$ cat config.mk
export PLATFORM = sky130hd
export DESIGN_NAME = run_sequencer_flat
export DESIGN_NICKNAME = d
export VERILOG_FILES = /design/src/rtl/run_sequencer_pkg.sv /design/src/rtl/run_sequencer_if.sv /design/src/rtl/run_sequencer_prog_lut.sv /design/src/rtl/run_sequencer.sv /design/src/flat_wrapper.sv
export SDC_FILE = /design/constraint.sdc
export NUM_CORES = 1
export LEC_CHECK = 0
export BUFFER_PORTS_ARGS = -buffer_cell sky130_fd_sc_hd__buf_2
export CAP_MARGIN = 15
export CORE_UTILIZATION = 45
export CTS_CLUSTER_SIZE = 12
export DETAILED_ROUTE_END_ITERATION = 12
export MAX_ROUTING_LAYER = met4
export PLACE_DENSITY = 0.72
export RECOVER_POWER = 50
export SKIP_CTS_REPAIR_TIMING = 1
export SYNTH_ARGS = -nofsm -noshare
export SYNTH_HDL_FRONTEND = slang
export SYNTH_SLANG_ARGS = --single-unit
$ cat constraint.sdc
create_clock -name clock -period 2.3 [get_ports clock]
set_clock_uncertainty 0.05 [all_clocks]
set_input_delay 0.115 -clock clock [delete_from_list [all_inputs] [get_ports clock]]
set_output_delay 0.115 -clock clock [all_outputs]
set_load 0.005 [all_outputs]
$ cat src/rtl/run_sequencer_pkg.sv
// Shared definitions for the run sequencer and the 8-bit core it launches.
//   seq_state_t      : sequencer FSM states
//   PROG_START_ADDR  : starting PC of each program slot (shared with the core)
//   prog_start_addr(): index -> starting PC lookup helper
package run_sequencer_pkg;

  typedef enum logic [1:0] {
    StIdle,
    StLaunch,
    StRun,
    StReport
  } seq_state_t;

  localparam int unsigned ProgAddrBits = 12;

  localparam logic [ProgAddrBits-1:0] PROG_START_ADDR [4] = '{
    12'h000,
    12'h100,
    12'h200,
    12'h300
  };

  function automatic logic [ProgAddrBits-1:0] prog_start_addr(input logic [1:0] idx);
    return PROG_START_ADDR[idx];
  endfunction

endpackage

$ cat src/rtl/run_sequencer_if.sv
// Host/core-facing signal bundle of the run sequencer.
//   master : host side (drives go/prog_sel/run_all/abort and the core's done)
//   slave  : sequencer side (drives start/start_addr and status outputs)
interface run_sequencer_if #(
  parameter int unsigned PC_BITS  = 12,
  parameter int unsigned CYC_BITS = 16
) ();

  logic                go;
  logic [1:0]          prog_sel;
  logic                run_all;
  logic                abort;
  logic                done;
  logic                start;
  logic [PC_BITS-1:0]  start_addr;
  logic                busy;
  logic [1:0]          prog_idx;
  logic                finished;
  logic                timed_out;
  logic [CYC_BITS-1:0] cycle_count;
  logic                bad_sel;

  modport master (
    output go, prog_sel, run_all, abort, done,
    input  start, start_addr, busy, prog_idx, finished, timed_out, cycle_count, bad_sel
  );

  modport slave (
    input  go, prog_sel, run_all, abort, done,
    output start, start_addr, busy, prog_idx, finished, timed_out, cycle_count, bad_sel
  );

endinterface

$ cat src/rtl/run_sequencer_prog_lut.sv
// Combinational program-index -> starting PC lookup.
//   idx_i  : program index
//   addr_o : starting PC for that program, PC_BITS wide
module run_sequencer_prog_lut
  import run_sequencer_pkg::*;
#(
  parameter int unsigned PC_BITS = 12
) (
  input  logic [1:0]         idx_i,
  output logic [PC_BITS-1:0] addr_o
);

  always_comb begin
    addr_o = PC_BITS'(prog_start_addr(idx_i));
  end

endmodule

$ cat src/rtl/run_sequencer.sv
// Launch controller for the 8-bit core: picks a program, pulses the core's start line with
// the program's starting PC, waits for done, counts RUN cycles and enforces a watchdog.
// Optionally runs prog_sel..NUM_PROGS-1 back to back.
//   clock : single clock, posedge
//   reset : asynchronous, active-low
//   bus   : slave modport; go/prog_sel/run_all/abort/done in,
//           start/start_addr/busy/prog_idx/finished/timed_out/cycle_count/bad_sel out
// All outputs are registered.
module run_sequencer
  import run_sequencer_pkg::*;
#(
  parameter int unsigned PC_BITS    = 12,
  parameter int unsigned NUM_PROGS  = 3,
  parameter int unsigned START_HOLD = 2,
  parameter int unsigned CYC_BITS   = 16,
  parameter int unsigned TIMEOUT    = 4000
) (
  input logic            clock,
  input logic            reset,
  run_sequencer_if.slave bus
);

  // Hold counter runs START_HOLD-1 down to 0 while start is high.
  localparam int unsigned         HoldBits   = (START_HOLD > 1) ? $clog2(START_HOLD) : 1;
  localparam logic [HoldBits-1:0] HoldInit   = HoldBits'(START_HOLD - 1);
  localparam logic [1:0]          LastProg   = 2'(NUM_PROGS - 1);
  localparam logic [CYC_BITS-1:0] TimeoutCnt = CYC_BITS'(TIMEOUT);
  localparam logic [PC_BITS-1:0]  ResetAddr  = PC_BITS'(PROG_START_ADDR[0]);

  seq_state_t          state_q, state_d;
  logic [HoldBits-1:0] hold_q, hold_d;
  logic [1:0]          prog_idx_q, prog_idx_d;
  logic                run_all_q, run_all_d;
  logic                start_q, start_d;
  logic                busy_q, busy_d;
  logic                finished_q, finished_d;
  logic                timed_out_q, timed_out_d;
  logic                bad_sel_q, bad_sel_d;
  logic [CYC_BITS-1:0] cycle_count_q, cycle_count_d;
  logic [CYC_BITS-1:0] cycle_inc;
  logic [PC_BITS-1:0]  start_addr_q;
  logic [PC_BITS-1:0]  lut_addr;

  // Look up the address for the index being registered so start_addr is valid with start.
  run_sequencer_prog_lut #(
    .PC_BITS (PC_BITS)
  ) u_prog_lut (
    .idx_i  (prog_idx_d),
    .addr_o (lut_addr)
  );

  always_comb begin
    cycle_inc = (cycle_count_q == '1) ? cycle_count_q : cycle_count_q + CYC_BITS'(1);
  end

  always_comb begin
    state_d       = state_q;
    hold_d        = hold_q;
    prog_idx_d    = prog_idx_q;
    run_all_d     = run_all_q;
    start_d       = 1'b0;
    finished_d    = 1'b0;
    timed_out_d   = timed_out_q;
    bad_sel_d     = 1'b0;
    cycle_count_d = cycle_count_q;

    if (bus.abort) begin
      // Cancel from anywhere: counters and flags hold, no finished pulse.
      state_d = StIdle;
    end else begin
      unique case (state_q)
        StIdle: begin
          if (bus.go) begin
            if (bus.prog_sel > LastProg) begin
              bad_sel_d = 1'b1;
            end else begin
              prog_idx_d    = bus.prog_sel;
              run_all_d     = bus.run_all;
              cycle_count_d = '0;
              timed_out_d   = 1'b0;
              hold_d        = HoldInit;
              start_d       = 1'b1;
              state_d       = StLaunch;
            end
          end
        end
        StLaunch: begin
          if (hold_q == '0) begin
            state_d = StRun;
          end else begin
            hold_d  = hold_q - HoldBits'(1);
            start_d = 1'b1;
          end
        end
        StRun: begin
          cycle_count_d = cycle_inc;
          // done has priority over a watchdog expiry in the same cycle.
          if (bus.done) begin
            state_d     = StReport;
            finished_d  = 1'b1;
            timed_out_d = 1'b0;
          end else if (cycle_inc >= TimeoutCnt) begin
            state_d     = StReport;
            finished_d  = 1'b1;
            timed_out_d = 1'b1;
          end
        end
        StReport: begin
          if (run_all_q && (prog_idx_q < LastProg)) begin
            prog_idx_d    = prog_idx_q + 2'd1;
            cycle_count_d = '0;
            timed_out_d   = 1'b0;
            hold_d        = HoldInit;
            start_d       = 1'b1;
            state_d       = StLaunch;
          end else begin
            state_d = StIdle;
          end
        end
        default: state_d = StIdle;
      endcase
    end

    busy_d = (state_d != StIdle);
  end

  always_ff @(posedge clock or negedge reset) begin
    if (!reset) begin
      state_q       <= StIdle;
      hold_q        <= '0;
      prog_idx_q    <= '0;
      run_all_q     <= 1'b0;
      start_q       <= 1'b0;
      busy_q        <= 1'b0;
      finished_q    <= 1'b0;
      timed_out_q   <= 1'b0;
      bad_sel_q     <= 1'b0;
      cycle_count_q <= '0;
      start_addr_q  <= ResetAddr;
    end else begin
      state_q       <= state_d;
      hold_q        <= hold_d;
      prog_idx_q    <= prog_idx_d;
      run_all_q     <= run_all_d;
      start_q       <= start_d;
      busy_q        <= busy_d;
      finished_q    <= finished_d;
      timed_out_q   <= timed_out_d;
      bad_sel_q     <= bad_sel_d;
      cycle_count_q <= cycle_count_d;
      start_addr_q  <= lut_addr;
    end
  end

  assign bus.start       = start_q;
  assign bus.start_addr  = start_addr_q;
  assign bus.busy        = busy_q;
  assign bus.prog_idx    = prog_idx_q;
  assign bus.finished    = finished_q;
  assign bus.timed_out   = timed_out_q;
  assign bus.cycle_count = cycle_count_q;
  assign bus.bad_sel     = bad_sel_q;

endmodule

$ cat src/flat_wrapper.sv
// flat-port wrapper written by rule: the top's interface ports become plain ports
module run_sequencer_flat import run_sequencer_pkg::*;
#(
  parameter int unsigned PC_BITS    = 12,
  parameter int unsigned NUM_PROGS  = 3,
  parameter int unsigned START_HOLD = 2,
  parameter int unsigned CYC_BITS   = 16,
  parameter int unsigned TIMEOUT    = 4000
)
  (clock, reset, bus_go, bus_prog_sel, bus_run_all, bus_abort, bus_done, bus_start, bus_start_addr, bus_busy, bus_prog_idx, bus_finished, bus_timed_out, bus_cycle_count, bus_bad_sel);
  run_sequencer_if #(.PC_BITS(PC_BITS), .CYC_BITS(CYC_BITS)) bus_i ();
  input logic clock;
  input logic reset;
  input wire logic [$bits(bus_i.go)-1:0] bus_go;
  input wire logic [$bits(bus_i.prog_sel)-1:0] bus_prog_sel;
  input wire logic [$bits(bus_i.run_all)-1:0] bus_run_all;
  input wire logic [$bits(bus_i.abort)-1:0] bus_abort;
  input wire logic [$bits(bus_i.done)-1:0] bus_done;
  output wire logic [$bits(bus_i.start)-1:0] bus_start;
  output wire logic [$bits(bus_i.start_addr)-1:0] bus_start_addr;
  output wire logic [$bits(bus_i.busy)-1:0] bus_busy;
  output wire logic [$bits(bus_i.prog_idx)-1:0] bus_prog_idx;
  output wire logic [$bits(bus_i.finished)-1:0] bus_finished;
  output wire logic [$bits(bus_i.timed_out)-1:0] bus_timed_out;
  output wire logic [$bits(bus_i.cycle_count)-1:0] bus_cycle_count;
  output wire logic [$bits(bus_i.bad_sel)-1:0] bus_bad_sel;
  assign bus_i.go = bus_go;
  assign bus_i.prog_sel = bus_prog_sel;
  assign bus_i.run_all = bus_run_all;
  assign bus_i.abort = bus_abort;
  assign bus_i.done = bus_done;
  assign bus_start = bus_i.start;
  assign bus_start_addr = bus_i.start_addr;
  assign bus_busy = bus_i.busy;
  assign bus_prog_idx = bus_i.prog_idx;
  assign bus_finished = bus_i.finished;
  assign bus_timed_out = bus_i.timed_out;
  assign bus_cycle_count = bus_i.cycle_count;
  assign bus_bad_sel = bus_i.bad_sel;
  run_sequencer #(.PC_BITS(PC_BITS), .NUM_PROGS(NUM_PROGS), .START_HOLD(START_HOLD), .CYC_BITS(CYC_BITS), .TIMEOUT(TIMEOUT)) u_core (.clock(clock), .reset(reset), .bus(bus_i));
endmodule
==> metrics.md, run 1 <==
| Metric | Value |
|---|---|
| Leakage | `0.000985 uW` |
| H-tree depth | `1` |
| Final hold viol count | `0` |
| Pwr Total | `1640 uW` |
| Syn Area/Cell | `9.30 um^2` |
| Count of cell types in the netlist | `62` |
| CP endpoint | `u_core.bus.finished$_DFF_PN0_` |
| Setup_tns | `0 ns` |
| CTS clk-pin slew, worst paths | `0.10 ns` |
| Clk sinks | `27` |
| Post-Synth Simple-Gate Area | `0.200` |
| Vias in the first global route | `1530` |
| Max Buffers Root-to-Sink | `2` |
| Post-synth EDFFs | `0` |
| Status | `complete, no violations` |
| R2r worst-path depth | `6` |
| Routed len/inst | `14.8 um` |
| Rel. slew slack | `0.00466` |
| Synth-to-Final Area Change | `9.23%` |
| Die area | `4540 um^2` |
| HPWL after DPL | `3030 um` |
| Multiplexer share of the synthesized area | `0.0189` |
| Post-synthesis compound-gate area fraction | `0.269` |
| Num rows | `23` |
| Port Buffers | `32` |
| Worst hold path type | `primary input to register` |
| PD cells | `780 nW/um^2` |
| Largest net degree at the start of global routing | `28` |
| Tmin final | `2.11 ns` |
| Share of cells above drive strength 1 | `0.217` |
| Count of final max-slew check failures | `0` |
| CTS root buffer | `clkbuf_8` |
| Syn. warnings | `0` |
| FMAX | `474 MHz` |
| Global Route Usage Sum | `0.213` |
| Largest family of logic cells by synthesized area | `compound AO/OA/AOI/OAI gates` |
| CTS Buf Count | `3` |
| Startpoint Class | `register` |
| Setup repair after global routing missed its margin | `false` |
| Routed Antenna Nets | `0` |
| DRT iter0 DRCs | `118` |
| Post-synthesis sequential area ratio | `0.351` |
| DRC | `0` |
| Final #Nets | `250` |
| Post-synth design cell area | `1920 um^2` |
| Worst-Margin Slew | `1.49 ns` |
| Critical path launch point | `u_core.bus.cycle_count[0]$_DFFE_PN0P_` |
| Initial Utilization | `0.474` |
| Main synth FF type | `dfrtp_1` |
| R2r endpoint | `u_core.bus.finished$_DFF_PN0_` |
| Fin crit share | `0.917` |
| First-pass GRT wire length | `7040 um` |
| Syn Inst Count | `207` |
| Vias post-DR | `1667` |
| Worst r2r src | `u_core.bus.cycle_count[0]$_DFFE_PN0P_` |
| Xor and xnor area share after synthesis | `0.0228` |
| Async S/R FF share, synth | `1.00` |
| WS Path Type | `register to register` |
| Final setup vio count | `0` |
| Adder-cell area share of the yosys netlist | `0.0390` |
| Initial antenna violation count | `0` |
| Router iterations before antenna repair | `4` |
| RD Place Congestion | `0.808` |
| Clock Latency Late Sink | `0.28 ns` |
| Worst Path Required | `2.41 ns` |
| Vias per cell | `5.85` |
| Wirelength, routed | `4220 um` |
| GRT overflow | `0` |
| CTS tree | `yes` |
| Arr. time, crit path | `2.22 ns` |
| VDD IR-drop max | `0.650 mV` |
| Post-Route Utilization | `0.518` |
| FF+latch count, synth | `27` |
| Chip width | `67.4 um` |
| Total core area | `4060 um^2` |
| # Max-Cap Violations | `0` |
| Die Y | `67.4 um` |
| IO Pins | `43` |
| Ant diodes | `0` |
| CP Capture Type | `register` |
| Crit Path Max Fanout | `13` |
| Reg-to-reg slack, setup | `0.19 ns` |
[cell families (layout without fill, tap and decap cells)]
group	Yosys count	in the layout
other	1	10
xor gates and xnor gates	5	5
AOI/OAI and AO/OA	67	67
DFF	27	27
adders and majority gates	6	6
buffers and inverters	30	49
muxes	3	3
and+or+nand+nor	68	68
[flip-flops by register name, indices dropped and copies added (netlist names), named ones only]
| name | count |
|---|---|
| u_core.bus.cycle_count | 16 |
| u_core.bus.start | 1 |
| u_core.bus.timed_out | 1 |
| u_core.run_all_q | 1 |
| u_core.bus.bad_sel | 1 |
| u_core.bus.finished | 1 |
| u_core.bus.busy | 1 |
| u_core.state_q | 2 |
| u_core.hold_q | 1 |
[how the worst min path moves through the flow]
stage,from,end,slack (ns),cells after the start
2_1_floorplan,reset,async pin,-0.23,0
3_5_place_dp,reset,u_core.bus.busy$_DFF_PN0_,0.12,1
6_report,bus_run_all,u_core.run_all_q$_DFFE_PN0P_,0.004,2
4_1_cts,reset,u_core.bus.finished$_DFF_PN0_,-0.19,1
3_3_place_gp,reset,u_core.bus.start$_DFF_PN0_,0.11,1
5_1_grt,bus_run_all,u_core.run_all_q$_DFFE_PN0P_,0.02,2
[area by class of cell]
class | instances | area (um^2)
Clock buffer | 3 | 41.3
Clock inverter | 1 | 5.00
Fill cell | 410 | 1960
Inverter | 8 | 30.0
Multi-Input combinational cell | 159 | 1100
Sequential cell | 27 | 676
Tap cell | 50 | 62.6
Timing Repair Buffer | 37 | 191
[synthesized netlist by cell type (all sizes together) (4+ instances only)]
master  instances  area (um^2)
nand3           8         45.0
buf            19          146
and3            5         31.3
a21oi          13         65.1
xor2            4         35.0
nand2           8         32.5
o211ai          5         47.5
o21ai          12         63.8
nor3            4         20.0
dfrtp          27          676
and4            5         47.6
a211oi          4         35.0
ha              6         75.1
and2            4         25.0
inv             8         30.0
nor2           20         75.1
a31oi           8         50.1
[per-layer routing]
metal	track usage	wire (um)	vias to the layer above
met5	-	0	-
met4	0.0798	70	0
met3	0.0304	192	7
met2	0.336	1930	56
met1	0.275	2030	794
li1	-	-	810
[worst max-delay path, stage by stage, from the launching register on]
cell and delay (ns):
dfrtp_1 0.45, ha_1 0.23, and4_2 0.37, nand4_4 0.24
mux2_4 0.38, nor3_1 0.17, a211oi_1 0.10
[cells in the final DEF (no fill, tap or decap), drive strengths merged, types with 2 or more instances in the layout]
cell | Yosys | layout
a211oi | 4 | 4
a21o | 2 | 2
a21oi | 13 | 13
a221oi | 3 | 3
a22oi | 2 | 2
a2bb2oi | 2 | 2
a31oi | 8 | 8
and2 | 4 | 4
and3 | 5 | 5
and4 | 5 | 5
buf | 19 | 29
clkbuf | 3 | 10
conb | 1 | 10
dfrtp | 27 | 27
ha | 6 | 6
inv | 8 | 8
mux2 | 2 | 2
nand2 | 8 | 8
nand3 | 8 | 8
nand4 | 3 | 3
nor2 | 20 | 20
nor3 | 4 | 4
nor4 | 2 | 2
o2111ai | 2 | 2
o211ai | 5 | 5
o21ai | 12 | 12
o31ai | 3 | 3
o41ai | 3 | 3
or2 | 2 | 2
or3 | 2 | 2
xor2 | 4 | 4
[report_power, final]
| part | internal (uW) | leakage (uW) | switching, uW |
|---|---|---|---|
| sequential | 562 | 0.000365 | 104 |
| combinational | 287 | 0.000594 | 398 |
| clock | 122 | 0.0000255 | 167 |
[stage by stage]
step / cells / setup slack [ns] / instance area, um^2 / hold WS [ns]
after floorplan: 216 / 0.415 / 1960 / -0.231
after global placement: 280 / 0.235 / 2050 / 0.113
after detailed placement: 280 / 0.153 / 2050 / 0.122
after CTS: 284 / 0.135 / 2100 / -0.192
after global routing: 285 / 0.0630 / 2100 / 0.0172
final: 285 / 0.192 / 2100 / 0.00438
Power figures use the tool's default switching activity.
==> run 2, diff against run 1 <==
==> constraint.sdc (replaced) <==
create_clock -name clock -period 2.05 [get_ports clock]
set_clock_uncertainty 0.05 [all_clocks]
set_input_delay 0.1025 -clock clock [delete_from_list [all_inputs] [get_ports clock]]
set_output_delay 0.1025 -clock clock [all_outputs]
set_load 0.005 [all_outputs]
==> run 2 against run 1 <==
Net effect:
- critical path depth is 2 higher
- fmax increased by 8.9%
- register-to-register slack lost 0.08 ns
- via count is 0.18% lower
- sequential share of layout area decreased by 1.3 points
- flip-flop and latch count is the same
- count of clock-buffer cells in the layout stayed put
==> metrics.md, run 2 (synthesis gave the netlist of run 1 again) <==
| Metric | Value |
|---|---|
| Max Buffers Root-to-Sink | `2 (unchanged)` |
| Most frequent cells in the layout | `dfrtp_1, buf_2, nor2_1 (unchanged)` |
| Critical path launch point | `u_core.state_q[1]$_DFF_PN0_ (was u_core.bus.cycle_count[0]$_DFFE_PN0P_)` |
| Setup_tns | `0 ns (unchanged)` |
| FMAX | `517 MHz (was 474 MHz)` |
| Crit Path Max Fanout | `17 (was 13)` |
| Status | `complete, no violations (unchanged)` |
| Arr. time, crit path | `2.04 ns (was 2.22 ns)` |
| Worst-Margin Slew | `0.686 ns (was 1.49 ns)` |
| Router iterations before antenna repair | `4 (unchanged)` |
| CTS tree | `yes (unchanged)` |
| CTS clk-pin slew, worst paths | `0.10 ns (about the same)` |
| Largest net degree at the start of global routing | `28 (unchanged)` |
| H-tree depth | `1 (unchanged)` |
| Commonest non-fill, non-tap cell in the layout | `dfrtp_1 (unchanged)` |
| Clock Latency Late Sink | `0.28 ns (about the same)` |
| Die Y | `67.4 um (unchanged)` |
| Clk sinks | `27 (unchanged)` |
| Final setup vio count | `0 (unchanged)` |
| Vias in the first global route | `1560 (was 1530)` |
| Worst Path Required | `2.15 ns (was 2.41 ns)` |
| Final #Nets | `258 (was 250)` |
| Die area | `4540 um^2 (unchanged)` |
| HPWL after DPL | `3040 um (was 3030 um)` |
| DRT iter0 DRCs | `109 (was 118)` |
| CTS Buf Count | `3 (unchanged)` |
| Routed Antenna Nets | `0 (unchanged)` |
| Tmin final | `1.93 ns (was 2.11 ns)` |
| Vias per cell | `5.68 (was 5.85)` |
| Max FFs per register | `16 (unchanged)` |
| Vias post-DR | `1664 (was 1667)` |
| CP endpoint | `u_core.bus.cycle_count[4]$_DFFE_PN0P_ (was u_core.bus.finished$_DFF_PN0_)` |
| Worst r2r src | `u_core.state_q[1]$_DFF_PN0_ (was u_core.bus.cycle_count[0]$_DFFE_PN0P_)` |
| Chip width | `67.4 um (unchanged)` |
| Worst hold slack | `0.00494 ns (was 0.00438 ns)` |
| Worst hold path type | `primary input to register (unchanged)` |
| Fillers | `396 (was 410)` |
| Share of cells above drive strength 1 | `0.255 (was 0.217)` |
| Port Buffers | `32 (unchanged)` |
| Startpoint Class | `register (unchanged)` |
| GRT overflow | `0 (unchanged)` |
| Initial antenna violation count | `0 (unchanged)` |
| CP Capture Type | `register (unchanged)` |
| Rel. slew slack | `0.543 (was 0.00466)` |
| Total core area | `4060 um^2 (unchanged)` |
| # Max-Cap Violations | `0 (unchanged)` |
| Wirelength, routed | `4230 um (was 4220 um)` |
| First-pass GRT wire length | `7120 um (was 7040 um)` |
| Num rows | `23 (unchanged)` |
| Post-Route Utilization | `0.539 (was 0.518)` |
| Non-filler cells, final | `293 (was 285)` |
| Leakage | `0.00104 uW (was 0.000985 uW)` |
| Final hold viol count | `0 (unchanged)` |
| IO Pins | `43 (unchanged)` |
| Worst Hold Depth | `2 (unchanged)` |
| DRC | `0 (unchanged)` |
| VDD IR-drop max | `0.565 mV (was 0.650 mV)` |
| Count of final max-slew check failures | `0 (unchanged)` |
| Global Route Usage Sum | `0.211 (was 0.213)` |
| R2r endpoint | `u_core.bus.cycle_count[4]$_DFFE_PN0P_ (was u_core.bus.finished$_DFF_PN0_)` |
| R2r worst-path depth | `8 (was 6)` |
| Setup repair after global routing missed its margin | `true (was false)` |
| PD cells | `886 nW/um^2 (was 780 nW/um^2)` |
| Synth-to-Final Area Change | `13.7% (was 9.23%)` |
| Pwr Total | `1940 uW (was 1640 uW)` |
| Fin crit share | `0.944 (was 0.917)` |
| WS Path Type | `register to register (unchanged)` |
| RD Place Congestion | `0.879 (was 0.808)` |
| Reg-to-reg slack, setup | `0.12 ns (was 0.19 ns)` |
| CTS root buffer | `clkbuf_8 (unchanged)` |
| Ant diodes | `0 (unchanged)` |
| Placed insts | `287 (was 280)` |
| Initial Utilization | `0.474 (unchanged)` |
| Routed len/inst | `14.4 um (was 14.8 um)` |
-- run 2: cell count changes in the layout (fill, tap and decap cells not counted), sizes merged --
cell  previous run  this run
buf             29        37
-- run 2: area by class of cell --
type / instances / area [um^2] / share of cell area
Sequential cell: 27 / 676 / 0.309
Timing Repair Buffer: 45 / 265 / 0.121
Inverter: 8 / 30.0 / 0.0137
Clock inverter: 1 / 5.00 / 0.00229
Tap cell: 50 / 62.6 / 0.0286
Clock buffer: 3 / 41.3 / 0.0189
Multi-Input combinational cell: 159 / 1110 / 0.507
-- run 2: where the power goes --
part / switching [uW] / total [uW] / internal (uW)
sequential: 88.5 / 719 / 631
combinational: 502 / 906 / 404
clock: 177 / 313 / 136
-- run 2: worst max-delay path, cell delays in order (launching register included) --
cell       delay (ns)
dfrtp_1          0.41
inv_1            0.09
ha_1             0.19
or2_2            0.30
a221oi_4         0.22
buf_12           0.19
o2111ai_2        0.13
xor2_1           0.15
nor2_1           0.06
-- run 2: worst min path at each step --
stage | from | end
after detailed placement | reset | u_core.bus.start$_DFF_PN0_
final | bus_run_all | u_core.run_all_q$_DFFE_PN0P_
after CTS | reset | u_core.bus.start$_DFF_PN0_
after global routing | bus_run_all | u_core.run_all_q$_DFFE_PN0P_
after global placement | reset | u_core.bus.start$_DFF_PN0_
after floorplan | reset | async pin
-- run 2: metrics by stage --
stage	cell area (um^2)	worst slack [ns]
2_1_floorplan	1960	0.165
3_3_place_gp	2120	0.102
3_5_place_dp	2120	0.0756
4_1_cts	2160	0.0576
5_1_grt	2190	0.00861
6_report	2190	0.115
-- run 2: routing by layer --
metal | share of wire | vias up | track usage | routed length (um)
li1 | - | 821 | - | -
met1 | 0.49 | 799 | 0.277 | 2080
met2 | 0.47 | 40 | 0.323 | 1970
met3 | 0.032 | 4 | 0.0422 | 134
met4 | 0.010 | 0 | 0.0718 | 44
met5 | 0 | - | - | 0
